### src/rtl/receptor_serial_pkg.sv
`default_nettype none
// ============================================================================
// Module   : receptor_serial_pkg
// Purpose  : Shared state encoding and counter sizing for receptor_serial.
// Revision : 1.0 - initial release
// ============================================================================
package receptor_serial_pkg;

  typedef enum logic [1:0] {
    IDLE = 2'd0,
    RECV = 2'd1,
    HOLD = 2'd2
  } state_t;

  // Bit-counter width; a word of at least two bits keeps this non-zero.
  function automatic int cnt_width(input int size);
    return (size < 2) ? 1 : $clog2(size);
  endfunction

endpackage
`default_nettype wire

### src/rtl/registrador_entrada_serial.sv
`default_nettype none
// ============================================================================
// Module   : registrador_entrada_serial
// Purpose  : size-bit serial-in shift register with clear and bit-order select.
// Revision : 1.0 - initial release
// ============================================================================
module registrador_entrada_serial #(
  parameter int size = 8
) (
  input  logic            clk,
  input  logic            rst_n,
  input  logic            clr,
  input  logic            shift_en,
  input  logic            dir,
  input  logic            sin,
  output logic [size-1:0] q_next
);

  logic [size-1:0] r_q;
  logic [size-1:0] w_shifted;

  // dir=1: LSB-first, new bit enters the top; dir=0: MSB-first, enters bit 0.
  always_comb begin
    w_shifted = dir ? {sin, r_q[size-1:1]} : {r_q[size-2:0], sin};
  end

  // q_next exposes the contents after this edge so a completed word can be
  // captured on the same edge that samples its last bit.
  always_comb begin
    q_next = r_q;
    if (clr) begin
      q_next = '0;
    end else if (shift_en) begin
      q_next = w_shifted;
    end
  end

  always_ff @(posedge clk or negedge rst_n) begin
    if (!rst_n) begin
      r_q <= '0;
    end else begin
      r_q <= q_next;
    end
  end

endmodule
`default_nettype wire

### src/rtl/receptor_serial.sv
`default_nettype none
// ============================================================================
// Module   : receptor_serial
// Purpose  : Serial-to-parallel receiver presenting words on valid/ready.
// Revision : 1.0 - initial release
// ============================================================================
module receptor_serial
  import receptor_serial_pkg::*;
#(
  parameter int size = 8
) (
  input  logic            clk,
  input  logic            rst_n,
  input  logic            start,
  input  logic            dir,
  input  logic            din,
  input  logic            din_valid,
  input  logic            ready,
  output logic [size-1:0] Y,
  output logic            valid,
  output logic            busy,
  output logic            overrun
);

  localparam int                 c_CNT_W = cnt_width(size);
  localparam logic [c_CNT_W-1:0] c_LAST  = c_CNT_W'(size - 1);

  state_t             r_state;
  state_t             w_state_nxt;
  logic [c_CNT_W-1:0] r_cnt;
  logic               r_dir;
  logic [size-1:0]    r_y;
  logic               r_valid;
  logic               r_overrun;
  logic [size-1:0]    w_word;
  logic               w_clr;
  logic               w_shift;
  logic               w_load;
  logic               w_consume;
  logic               w_ovr;

  registrador_entrada_serial #(
    .size(size)
  ) u_sreg (
    .clk      (clk),
    .rst_n    (rst_n),
    .clr      (w_clr),
    .shift_en (w_shift),
    .dir      (r_dir),
    .sin      (din),
    .q_next   (w_word)
  );

  always_ff @(posedge clk or negedge rst_n) begin
    if (!rst_n) begin
      r_state <= IDLE;
    end else begin
      r_state <= w_state_nxt;
    end
  end

  always_comb begin
    w_state_nxt = r_state;
    w_clr       = 1'b0;
    w_shift     = 1'b0;
    w_load      = 1'b0;
    w_consume   = 1'b0;
    w_ovr       = 1'b0;
    case (r_state)
      IDLE: begin
        if (start) begin
          w_state_nxt = RECV;
          w_clr       = 1'b1;
        end
      end
      RECV: begin
        // A restart wins over a bit arriving in the same cycle.
        if (start) begin
          w_clr = 1'b1;
        end else if (din_valid) begin
          w_shift = 1'b1;
          if (r_cnt == c_LAST) begin
            w_load      = 1'b1;
            w_state_nxt = HOLD;
          end
        end
      end
      HOLD: begin
        w_ovr = din_valid;
        if (r_valid && ready) begin
          w_consume = 1'b1;
          if (start) begin
            w_state_nxt = RECV;
            w_clr       = 1'b1;
          end else begin
            w_state_nxt = IDLE;
          end
        end
      end
      default: w_state_nxt = IDLE;
    endcase
  end

  always_ff @(posedge clk or negedge rst_n) begin
    if (!rst_n) begin
      r_cnt     <= '0;
      r_dir     <= 1'b0;
      r_y       <= '0;
      r_valid   <= 1'b0;
      r_overrun <= 1'b0;
    end else begin
      if (w_clr) begin
        r_cnt <= '0;
        r_dir <= dir;
      end else if (w_load) begin
        r_cnt <= '0;
      end else if (w_shift) begin
        r_cnt <= r_cnt + c_CNT_W'(1);
      end
      if (w_load) begin
        r_y     <= w_word;
        r_valid <= 1'b1;
      end else if (w_consume) begin
        r_valid <= 1'b0;
      end
      if (w_ovr) begin
        r_overrun <= 1'b1;
      end
    end
  end

  assign Y       = r_y;
  assign valid   = r_valid;
  assign busy    = (r_state == RECV);
  assign overrun = r_overrun;

endmodule
`default_nettype wire

### config.mk
export PLATFORM = sky130hd
export DESIGN_NAME = receptor_serial
export DESIGN_NICKNAME = d
export VERILOG_FILES = /design/src/rtl/receptor_serial_pkg.sv /design/src/rtl/registrador_entrada_serial.sv /design/src/rtl/receptor_serial.sv
export SDC_FILE = /design/constraint.sdc
export NUM_CORES = 1
export LEC_CHECK = 0
export ABC_CLOCK_PERIOD_IN_PS = 1800
export CAP_MARGIN = 30
export CORE_ASPECT_RATIO = 0.7
export CORE_MARGIN = 2
export CORE_UTILIZATION = 45
export CTS_CLUSTER_SIZE = 12
export DETAILED_ROUTE_END_ITERATION = 8
export PLACE_DENSITY = 0.71
export SLEW_MARGIN = 0
export SYNTH_ARGS = -nofsm -noshare
export SYNTH_HDL_FRONTEND = slang
export SYNTH_HIERARCHICAL = 1
export SYNTH_SLANG_ARGS = --single-unit
### constraint.sdc
create_clock -name clk -period 1.8 [get_ports clk]
set_clock_uncertainty 0.15 [all_clocks]
set_input_delay 0.45 -clock clk [delete_from_list [all_inputs] [get_ports clk]]
set_output_delay 0.45 -clock clk [all_outputs]
set_load 0.02 [all_outputs]
# Word-level counts from Yosys, hierarchy flattened
# Cells that the tools add are included.
# totals
reg_bits,24
wordCells,50
output_inout_bits,11
in_bits,7
# op_classes
muxes,28
n_reduce_logical,6
n_addsub,1
n_eq_ne,8
# op_table
op,n
2-to-1 mux 8 bit,3
2-to-1 mux 1 bit,15
2-to-1 mux 2 bit,5
2-to-1 mux 3 bit,3
"!= test 2 bit, second input constant",4
one-hot mux 2 bit (3 select lines),1
AND reduction 5 bit,1
"adder 3 x 1 -> 3 bit, second input constant",1
"== test 3 bit, second input constant",1
nonzero test 3 bit,1
"== test 2 x 1 -> 1 bit, second input constant",1
"== test 2 bit, second input constant",1
logical NOT 2 bit,1
"!= test 2 x 1 -> 1 bit, second input constant",1
one-hot mux 1 bit (2 select lines),1
nonzero test 2 bit,1
OR reduction 2 bit,1
logical AND 1 bit,1

# Depth between registers and ports, before layout
# Gate-level depths: netlist of the first run.
# logic_depth
depth_word,7
mapped_depth,7
ltp_nobuf,5

# By module
# The synthesis of the first run kept the hierarchy.
# modules_own_cells
mod,area_per_inst_um2,cells_each,instances
receptor_serial,733.2,51,1
registrador_entrada_serial,406.6,36,1

# Worst setup path after synthesis of the first run
# OpenSTA, ideal clock, no wires.
# synth_path
path_type,input to register
start,in start
end,reg r_y[5] (netlist: Y[5])
slack_ns,-0.020
path_stages,7
required_ns,1.586
setup_ns,0.064
t_arrival_ns,1.606
cell_sequence,nor4bb_1 > buf_2 > clkbuf_2 > buf_6 > nor2_2 > a211oi_1 > mux2_4
# synth_via
elab_chain_len,4
word_cells_on_any_way,9
classes_between,9 x mux
# synth_lines
element,line,rtl
"start, declared",receptor_serial.sv:14,"input logic start,"
2-to-1 mux 1 bit,receptor_serial.sv:78,if (start) begin
2-to-1 mux 1 bit,receptor_serial.sv:69,case (r_state)
net w_shift,receptor_serial.sv:37,logic w_shift;
2-to-1 mux 8 bit,registrador_entrada_serial.sv:33,end else if (shift_en) begin
2-to-1 mux 8 bit,registrador_entrada_serial.sv:31,if (clr) begin
net w_word[5],receptor_serial.sv:35,logic [size-1:0] w_word;
"end signal, assigned",receptor_serial.sv:121,r_y <= w_word;
"end, declared",receptor_serial.sv:32,logic [size-1:0] r_y;
# The timed path passes the listed nets, and every way through them passes these cells.
# A chain may end at the register's enable or synchronous reset.

# Worst setup path in the final report of the first run
# layout_path
start,reg r_cnt[1]
end,reg r_y[3] (netlist: Y[3])
# layout_via
elab_chain_len,5
# layout_lines
element,line,rtl
"start, declared",receptor_serial.sv:30,logic [c_CNT_W-1:0] r_cnt;
"start signal, assigned",receptor_serial.sv:118,r_cnt <= r_cnt + c_CNT_W'(1);
== test 3 bit,receptor_serial.sv:82,if (r_cnt == c_LAST) begin
2-to-1 mux 1 bit,receptor_serial.sv:82,
2-to-1 mux 1 bit,receptor_serial.sv:80,end else if (din_valid) begin
2-to-1 mux 1 bit,receptor_serial.sv:78,
2-to-1 mux 1 bit,receptor_serial.sv:69,
# No other way between the ends.

==> impl_results.md, run 1 <==
* CORE AREA at 2440 µm²
* Number of vias per cell at 5.18
* GRT overflow at 0
* CTS tree: built
* Worst path required time at 1.85 ns
* Synth Flop Type: dfrtp_1
* Die span in y at 46.1 µm
* FP Rows at 15
* Placed cells at 142
* Period utilization at 96.8%
* Lkg Pwr at 0.000759 µW
* VDD IR-drop max at 0.000353 V
* CP Class: flop to flop
* I/O Pins at 18
* Clock latency on the worst-skew pair at 0.31 ns
* Unrepaired setup endpoints after global routing: true
* Largest net degree at the start of global routing at 25
* MaxCap Viol Count at 0
* Status: completed
* Top-count cell post-synth: dfrtp_1
* DRC at 0
* Power density over the cells at 637 nW/µm²
* Ys async rst share at 100%
* Worst path top cell family by delay: flip-flops
* N_diodes at 0
* Synth top area share at 52.7%
* Drt total wl at 2260 µm
* Ranking of synthesized cells by area: dfrtp_1 (53%), mux2_4 (11%), mux2i_1 (7.9%)
* Share of layout cells above drive strength 1 at 40.2%
* Clock Tree Buf Depth at 2
* Final hold vios at 0
* Sw frac at 23.8%
* Clock network fraction of design power at 27.9%
* Nets at 127
* #FFs+latches synth at 24
* Fmax at 574 MHz
* Synthesis-to-finish area growth at 34.2%
* Hold crit path type: flop to flop
* Psw at 232 µW
* Die footprint at 2960 µm²
* Max incr delay on CP at 0.38 ns
* Drt initial violations at 66
* CP arrival at 1.80 ns
* Slowest stage cell, crit path: dfrtp_1
* Layout fillers at 211
* Vias in the first global route at 813
* CP startpoint kind: flop
* Synth Warn # at 6
* Worst setup EP type: flop
* Vias post-DR at 782
* DP HPWL at 1520 µm
* Sequential share of power at 59.0%
* H-tree depth at 1
* Clk sinks at 24
* Number of port buffers at 17
* Final core occ at 62.7%
* Gate power share at 13.1%
* Starting density of the core at 46.7%
* Gpl congestion at 0.692
* CTS clock-pin slew for the worst setup and hold paths at 0.12 ns
* # hold bufs at CTS at 0
* Initial antenna violation count at 0
* Tightest Pin Transition at 0.447 ns
* Tmin final at 1.74 ns
* Setup violations, final at 0
* Gr usage total at 17.5%
* First-pass GRT wire length at 3820 µm
* CTS Buf Count at 3
* Worst-path cell chain: ha_2 > ha_4 > nand2_2 > nor3b_4 > buf_4 > mux2_4
* Count of cell types in the netlist at 22
* Syn_nets at 96
* Wirelength per Cell at 15.0 µm
* Total internal power at 743 µW
* Clock root buffer: clkbuf_4
* Final cell count without fillers at 151
* Sequential share of the synthesized area at 52.7%
* DR pass1 iterations at 4
* Yosys top cell by area: dfrtp_1
* Cell Area, Synth at 1140 µm²
* Top post-synthesis cells by count: dfrtp_1 (24), mux2i_1 (9), a211oi_1 (8), mux2_4 (8), nor2_1 (8)
* Slew Limit Fails at 0
* Number of synthesized flops with an enable pin at 0
* Gate Count Post-Synth at 87
* Die width at 64.2 µm
* Hold slack at 0.322 ns
* Worst-path fanout max at 4
* Slew headroom at 70.2%
* Mapped Avg Cell Area at 13.1 µm²
* Post-DRT Antenna Nets at 0
* CP Buf/Inv Count at 1
[registers in the layout, summed over array words and instances (netlist names)]
name        flops
Y               8
u_sreg/r_q      8
r_cnt           3
r_state         2
overrun         1
r_dir           1
valid           1
[worst paths after layout]
check | start | to | slack [ns] | cells after the start
worst max-delay path | r_cnt[1] | Y[3] | 0.06 | 6
worst min-delay path | overrun | overrun | 0.32 | 1
worst max register to register | r_cnt[1] | Y[3] | 0.06 | 6
worst min register to register | overrun | overrun | 0.32 | 1
max in group asynchronous | rst_n | r_state[1] | 0.91 | 2
min in group asynchronous | rst_n | Y[2] | 0.34 | 2
[final cells by class]
class | count | area (µm²) | area share, %
tap | 34 | 42.5 | 2.78
timing repair buffer | 32 | 279 | 18.2
clock buffer | 4 | 36.3 | 2.37
multi-input combinational | 57 | 571 | 37.3
sequential | 24 | 602 | 39.3
[cells by family after synthesis]
logic type                 Yosys count  share of synthesized area [%]
muxes                               18                           19.4
adders and majority gates            2                           2.20
DFF                                 24                           52.7
AOI/OAI and AO/OA                   15                           9.77
and+or+nand+nor                     22                           11.7
buffers and inverters                6                           4.17
[per-stage QoR]
step	worst slack, ns	instance area [µm²]	power (µW)	TNS (ns)
after global routing	-0.0130	1530	1040	-0.0322
after global placement	-0.432	1400	683	-6.40
final	0.0573	1530	975	0
after floorplan	0.0140	1150	642	0
after CTS	0.000705	1480	981	0
after detailed placement	-0.536	1400	688	-7.93
[metal layers]
metal  vias up  share of wire (%)  GRT usage [%]
li1        367                  -              -
met1       397                 46           21.9
met2        16                 48           29.8
met3         2                5.1           6.60
met4         0               0.44           3.83
met5         -                  0              0
[cell usage in the layout (no fill, tap or decap), drive strengths merged, types with 2 or more instances in the layout]
master,instances
dfrtp,24
buf,16
dlygate4sd2,12
nor2,10
mux2i,9
mux2,9
a211oi,8
a21o,4
clkdlybuf4s50,4
clkbuf,4
nand3b,3
nand2,3
nand2b,2
a21oi,2
ha,2
[power groups by stage]
stage / Clock [µW] / Combinational, µW / Sequential (µW)
floorplan: 0 / 67.8 / 574
global placement: 0 / 98.8 / 584
detailed placement: 0 / 104 / 584
CTS: 289 / 118 / 574
global route: 320 / 140 / 577
finish: 273 / 128 / 575
[what timing repair did]
item	CTS	global route
cloned	1	0
setup buffers	3	1
resized for setup	26	9
pin swaps	3	2
setup endpoints to repair	24	8
No activity file was read; power rests on OpenSTA's default activity.
==> inputs of run 2 (changes only) <==
--- a/config.mk
+++ b/config.mk
@@ -12,7 +12,7 @@
 export CORE_UTILIZATION = 45
 export CTS_CLUSTER_SIZE = 12
 export DETAILED_ROUTE_END_ITERATION = 8
-export PLACE_DENSITY = 0.71
+export PLACE_DENSITY_LB_ADDON = 0.1
 export SLEW_MARGIN = 0
 export SYNTH_ARGS = -nofsm -noshare
 export SYNTH_HDL_FRONTEND = slang
==> run 2 against run 1 <==
Wire length fell by 3.2%. First-iteration DRC count decreased by 83%. Critical endpoint is now Y[2]. Design area rose by 2.0%. Largest cell class unchanged. Sequential share of layout area down 0.79 points. Cell count is 2.6% higher. Non-clock buffer count is 5 higher.
==> impl_results.md, run 2 (synthesis gave the netlist of run 1 again) <==
* Routed length on met1 at 1090 µm
* Max incr delay on CP at 0.47 ns
* Clock root buffer: clkbuf_4
* Worst path top cell family by delay: flip-flops
* VDD IR-drop max at 0.000391 V
* Worst setup EP type: flop
* FP Rows at 15
* Largest net degree at the start of global routing at 25
* Lkg Pwr at 0.000798 µW
* Starting density of the core at 46.7%
* Vias in the first global route at 722
* DP HPWL at 1390 µm
* Number of vias per cell at 4.97
* Wire length on met2 at 981 µm
* Drt initial violations at 11
* DR pass1 iterations at 4
* CP arrival at 1.82 ns
* CTS Buf Count at 3
* Wirelength per Cell at 14.1 µm
* Gr usage total at 15.7%
* Worst-path fanout max at 8
* Nets at 132
* Setup violations, final at 0
* Gpl congestion at 0.729
* Fmax at 564 MHz
* Post-DRT Antenna Nets at 0
* DRC at 0
* Most common cell after layout, fill and taps aside: dfrtp_1
* Metal3 WL at 85 µm
* CP Buf/Inv Count at 2
* TNS Setup at 0 ns
* Status: completed
* Die span in y at 46.1 µm
* Final hold vios at 0
* I/O Pins at 18
* Tightest Pin Transition at 0.431 ns
* Hold slack at 0.311 ns
* Slew Limit Fails at 0
* CTS clock-pin slew for the worst setup and hold paths at 0.11 ns
* CP Class: flop to flop
* Power density over the cells at 595 nW/µm²
* Slew headroom at 71.2%
* Clock Tree Buf Depth at 2
* Slowest stage cell, crit path: dfrtp_2
* Die width at 64.2 µm
* Vias post-DR at 770
* Unrepaired setup endpoints after global routing: true
* Die footprint at 2960 µm²
* Clk sinks at 24
* Highest Signal Layer: met4
* GRT overflow at 0
* Worst-path cell chain: nor4bb_4 > buf_6 > buf_4 > a211oi_2 > mux2_4
* Worst path required time at 1.85 ns
* Synthesis-to-finish area growth at 37.0%
* H-tree depth at 1
* Drt total wl at 2190 µm
* Share of layout cells above drive strength 1 at 42.1%
* Initial antenna violation count at 0
* N_diodes at 0
* CORE AREA at 2440 µm²
* Clock latency on the worst-skew pair at 0.32 ns
* CTS tree: built
* MaxCap Viol Count at 0
* Commonest cells after routing, fill and taps aside: dfrtp_1 (23), buf_4 (17), dlygate4sd2_1 (10)
* First-pass GRT wire length at 3380 µm
* CP startpoint kind: flop
* Number of port buffers at 17
* Tmin final at 1.77 ns
* Hold crit path type: flop to flop
* Period utilization at 98.4%
==> run 2: cell count changes in the layout (fill, tap and decap cells not counted), sizes merged <==
cell | before | now
dlymetal6s2s | 0 | 2
buf | 16 | 21
dlygate4sd2 | 12 | 10
clkbuf | 4 | 3
==> run 2: worst register-to-register path, delay by kind of cell, from the launching register on <==
kind | cells | cell delay, ns
simple gates | 1 | 0.41
compound gates | 1 | 0.06
buf+inv | 2 | 0.32
mux | 1 | 0.26
flops | 1 | 0.47
==> run 2: report_power, final <==
group,total (µW),leakage (µW),switching [µW],internal (µW)
logic,128,0.000464,61.5,66.9
clock network,226,0.0000138,147,78.4
registers,575,0.000321,20.1,555
total,929,0.000798,229,700
==> run 2: stage by stage <==
| step | power (µW) | utilization (%) | area (µm²) | setup WS [ns] | instances |
|---|---|---|---|---|---|
| 5_1_grt | 984 | 64.0 | 1560 | -0.0369 | 155 |
| 3_5_place_dp | 684 | 57.4 | 1400 | -0.417 | 144 |
| 6_report | 929 | 64.0 | 1560 | 0.0279 | 155 |
| 2_1_floorplan | 642 | - | 1150 | 0.0140 | 87 |
| 4_1_cts | 918 | 58.9 | 1440 | -0.0833 | 149 |
| 3_3_place_gp | 682 | 57.4 | 1400 | -0.435 | 144 |
==> run 2: layer usage <==
| metal | GRT usage [%] | vias up |
|---|---|---|
| met3 | 4.40 | 4 |
| met5 | 0 | - |
| met4 | 6.38 | 0 |
| met2 | 22.5 | 16 |
| li1 | - | 373 |
| met1 | 22.6 | 377 |
==> run 2: cell type report <==
| class | count | area, µm² |
|---|---|---|
| Multi-Input combinational cell | 57 | 576 |
| Sequential cell | 24 | 602 |
| Clock buffer | 3 | 22.5 |
| Tap cell | 34 | 42.5 |
| Fill cell | 200 | 878 |
| Timing Repair Buffer | 37 | 319 |
==> run 2: timing repair <==
| action | in CTS | in global routing |
|---|---|---|
| hold buffers | 0 | 0 |
| setup buffers | 2 | 5 |
| gates resized for setup | 16 | 24 |
| gates cloned | 0 | 2 |
| endpoints found under the setup margin | 19 | 16 |
| pin swaps | 1 | 7 |
==> run 2: worst paths after layout <==
check | startpoint | cells after the start | slack (ns) | endpoint
worst max-delay path | r_state[1] | 5 | 0.03 | Y[2]
worst min-delay path | overrun | 1 | 0.31 | overrun
worst max register to register | r_state[1] | 5 | 0.03 | Y[2]
worst min register to register | overrun | 1 | 0.31 | overrun
max in group asynchronous | rst_n | 2 | 0.92 | r_state[1]
min in group asynchronous | rst_n | 2 | 0.32 | u_sreg/r_q[5]
==> inputs of run 3 (changes only) <==
--- a/config.mk
+++ b/config.mk
@@ -7,9 +7,12 @@
 export LEC_CHECK = 0
 export ABC_CLOCK_PERIOD_IN_PS = 1800
 export CAP_MARGIN = 30
+export CELL_PAD_IN_SITES_DETAIL_PLACEMENT = 1
+export CELL_PAD_IN_SITES_GLOBAL_PLACEMENT = 2
 export CORE_ASPECT_RATIO = 0.7
 export CORE_MARGIN = 2
-export CORE_UTILIZATION = 45
+export CORE_UTILIZATION = 32
+export CTS_CLUSTER_DIAMETER = 60
 export CTS_CLUSTER_SIZE = 12
 export DETAILED_ROUTE_END_ITERATION = 8
 export PLACE_DENSITY_LB_ADDON = 0.1
==> run 3 against run 2 <==
Hold slack worse by 0.0059 ns. Clock power is 60% higher. Power is 15% higher. Global-route usage is 1.2 points lower. Flip-flop and latch count stayed put. Sequential share of layout area is 1.5 points lower. Combinational power is 4% higher. First-iteration DRC count is 140% higher. Setup slack better by 0.047 ns. Non-clock buffer count is 1 higher.
==> impl_results.md, run 3 (synthesis gave the netlist of run 1 again) <==
* Status: completed
* Most common cell after layout, fill and taps aside: dfrtp_1
* I/O Pins at 18
* Drt total wl at 2590 µm
* Slew headroom at 69.4%
* Tmin final at 1.72 ns
* Pre-CTS worst setup slack at -0.466 ns
* Gpl congestion at 0.679
* # hold bufs at CTS at 0
* Fmax at 580 MHz
* Clock latency on the worst-skew pair at 0.27 ns
* Worst path required time at 1.80 ns
* CP Class: input pin to flop
* GRT overflow at 0
* Gr usage total at 14.5%
* CORE AREA at 3470 µm²
* Worst R2R Path Depth at 5
* Share of layout cells above drive strength 1 at 43.1%
* Final hold vios at 0
* CTS tree: built
* Setup violations, final at 0
* CP startpoint kind: input pin
* DR pass1 iterations at 4
* Wirelength per Cell at 15.0 µm
* MaxCap Viol Count at 0
* FP Rows at 18
* Hold Path Depth at 1
* Vias post-DR at 816
* Reg area at 602 µm²
* CP arrival at 1.73 ns
* Starting density of the core at 32.9%
* Clock Tree Buf Depth at 2
* Clk sinks at 24
* Power density over the cells at 658 nW/µm²
* First-pass GRT wire length at 4240 µm
* Hold crit path type: flop to flop
* Largest net degree at the start of global routing at 25
* Post-DRT Antenna Nets at 0
* Number of vias per cell at 4.72
* Highest Signal Layer: met3
* DP HPWL at 1630 µm
* Layout fillers at 394
* Period utilization at 95.8%
* Initial antenna violation count at 0
* Wire length on met2 at 1200 µm
* Worst setup EP type: flop
* Tightest Pin Transition at 0.460 ns
* Number of port buffers at 17
* CTS clock-pin slew for the worst setup and hold paths at 0.08 ns
* CTS Buf Count at 3
* Die footprint at 4060 µm²
* Die width at 75.3 µm
* Synthesis-to-finish area growth at 42.7%
* Final worst setup slack at 0.0751 ns
* Nets at 133
* Lkg Pwr at 0.000818 µW
* Commonest cells after routing, fill and taps aside: dfrtp_1 (23), buf_4 (18), dlygate4sd2_1 (12)
* Routed length on met1 at 1290 µm
* N_diodes at 0
* Drt initial violations at 26
* Final core occ at 46.9%
* Clock root buffer: clkbuf_8
* Metal3 WL at 104 µm
* H-tree depth at 1
* Worst-path fanout max at 8
* Multi-input gate area at 579 µm²
* Slew Limit Fails at 0
* Vias in the first global route at 886
* VDD IR-drop max at 0.000326 V
* Die span in y at 53.9 µm
* DRC at 0
==> run 3: cell types whose count changed in the layout (fill, tap and decap cells not counted), sizes merged <==
cell / change
dlygate4sd2: +2
clkbuf: +1
clkdlybuf4s15: +1
clkdlybuf4s50: -1
dlymetal6s2s: -1
==> run 3: area by class of cell <==
| type | instances | area share (%) |
|---|---|---|
| repair buffers | 38 | 20.2 |
| flip-flops and latches | 24 | 37.0 |
| clock buffers | 4 | 3.38 |
| well taps | 50 | 3.85 |
| multi-input cells | 57 | 35.6 |
==> run 3: layer usage <==
layer	vias to the layer above	global-route usage, %
met5	-	0
met2	16	22.0
li1	379	-
met3	0	4.31
met4	0	3.51
met1	421	20.3
==> run 3: stage by stage <==
stage	area, µm²	cells	TNS [ns]	hold slack [ns]	total power (µW)
CTS	1560	170	0	0.311	1080
finish	1630	173	0	0.305	1070
global route	1630	173	-0.000122	0.343	1120
floorplan	1150	87	0	0.00441	642
global placement	1420	160	-6.63	0.288	685
detailed placement	1420	160	-6.74	0.297	688
==> run 3: worst max-delay path: stages <==
cell and delay [ns]:
dlygate4sd2_1 0.26, nor4bb_4 0.37, buf_6 0.19, buf_4 0.13
a211oi_2 0.06, mux2_4 0.26
==> run 3: final timing paths <==
check / startpoint / to / slack, ns
setup / recovery: start / Y[4] / 0.08
max in group asynchronous: rst_n / r_state[1] / 0.85
hold / removal: overrun / overrun / 0.31
hold reg to reg: overrun / overrun / 0.31
setup reg to reg: r_state[1] / Y[4] / 0.08
min in group asynchronous: rst_n / overrun / 0.40
==> run 3: what timing repair did <==
action                                  in CTS  in global routing
gates cloned                                 1                  0
setup buffers                                5                  4
gates resized for setup                     26                 11
endpoints found under the setup margin      22                 13
pin swaps                                    2                  5
==> run 3: where the power goes <==
part / internal, µW / total, µW / switching (µW)
clock network: 195 / 361 / 166
registers: 554 / 576 / 22.1
logic: 68.6 / 133 / 64.6
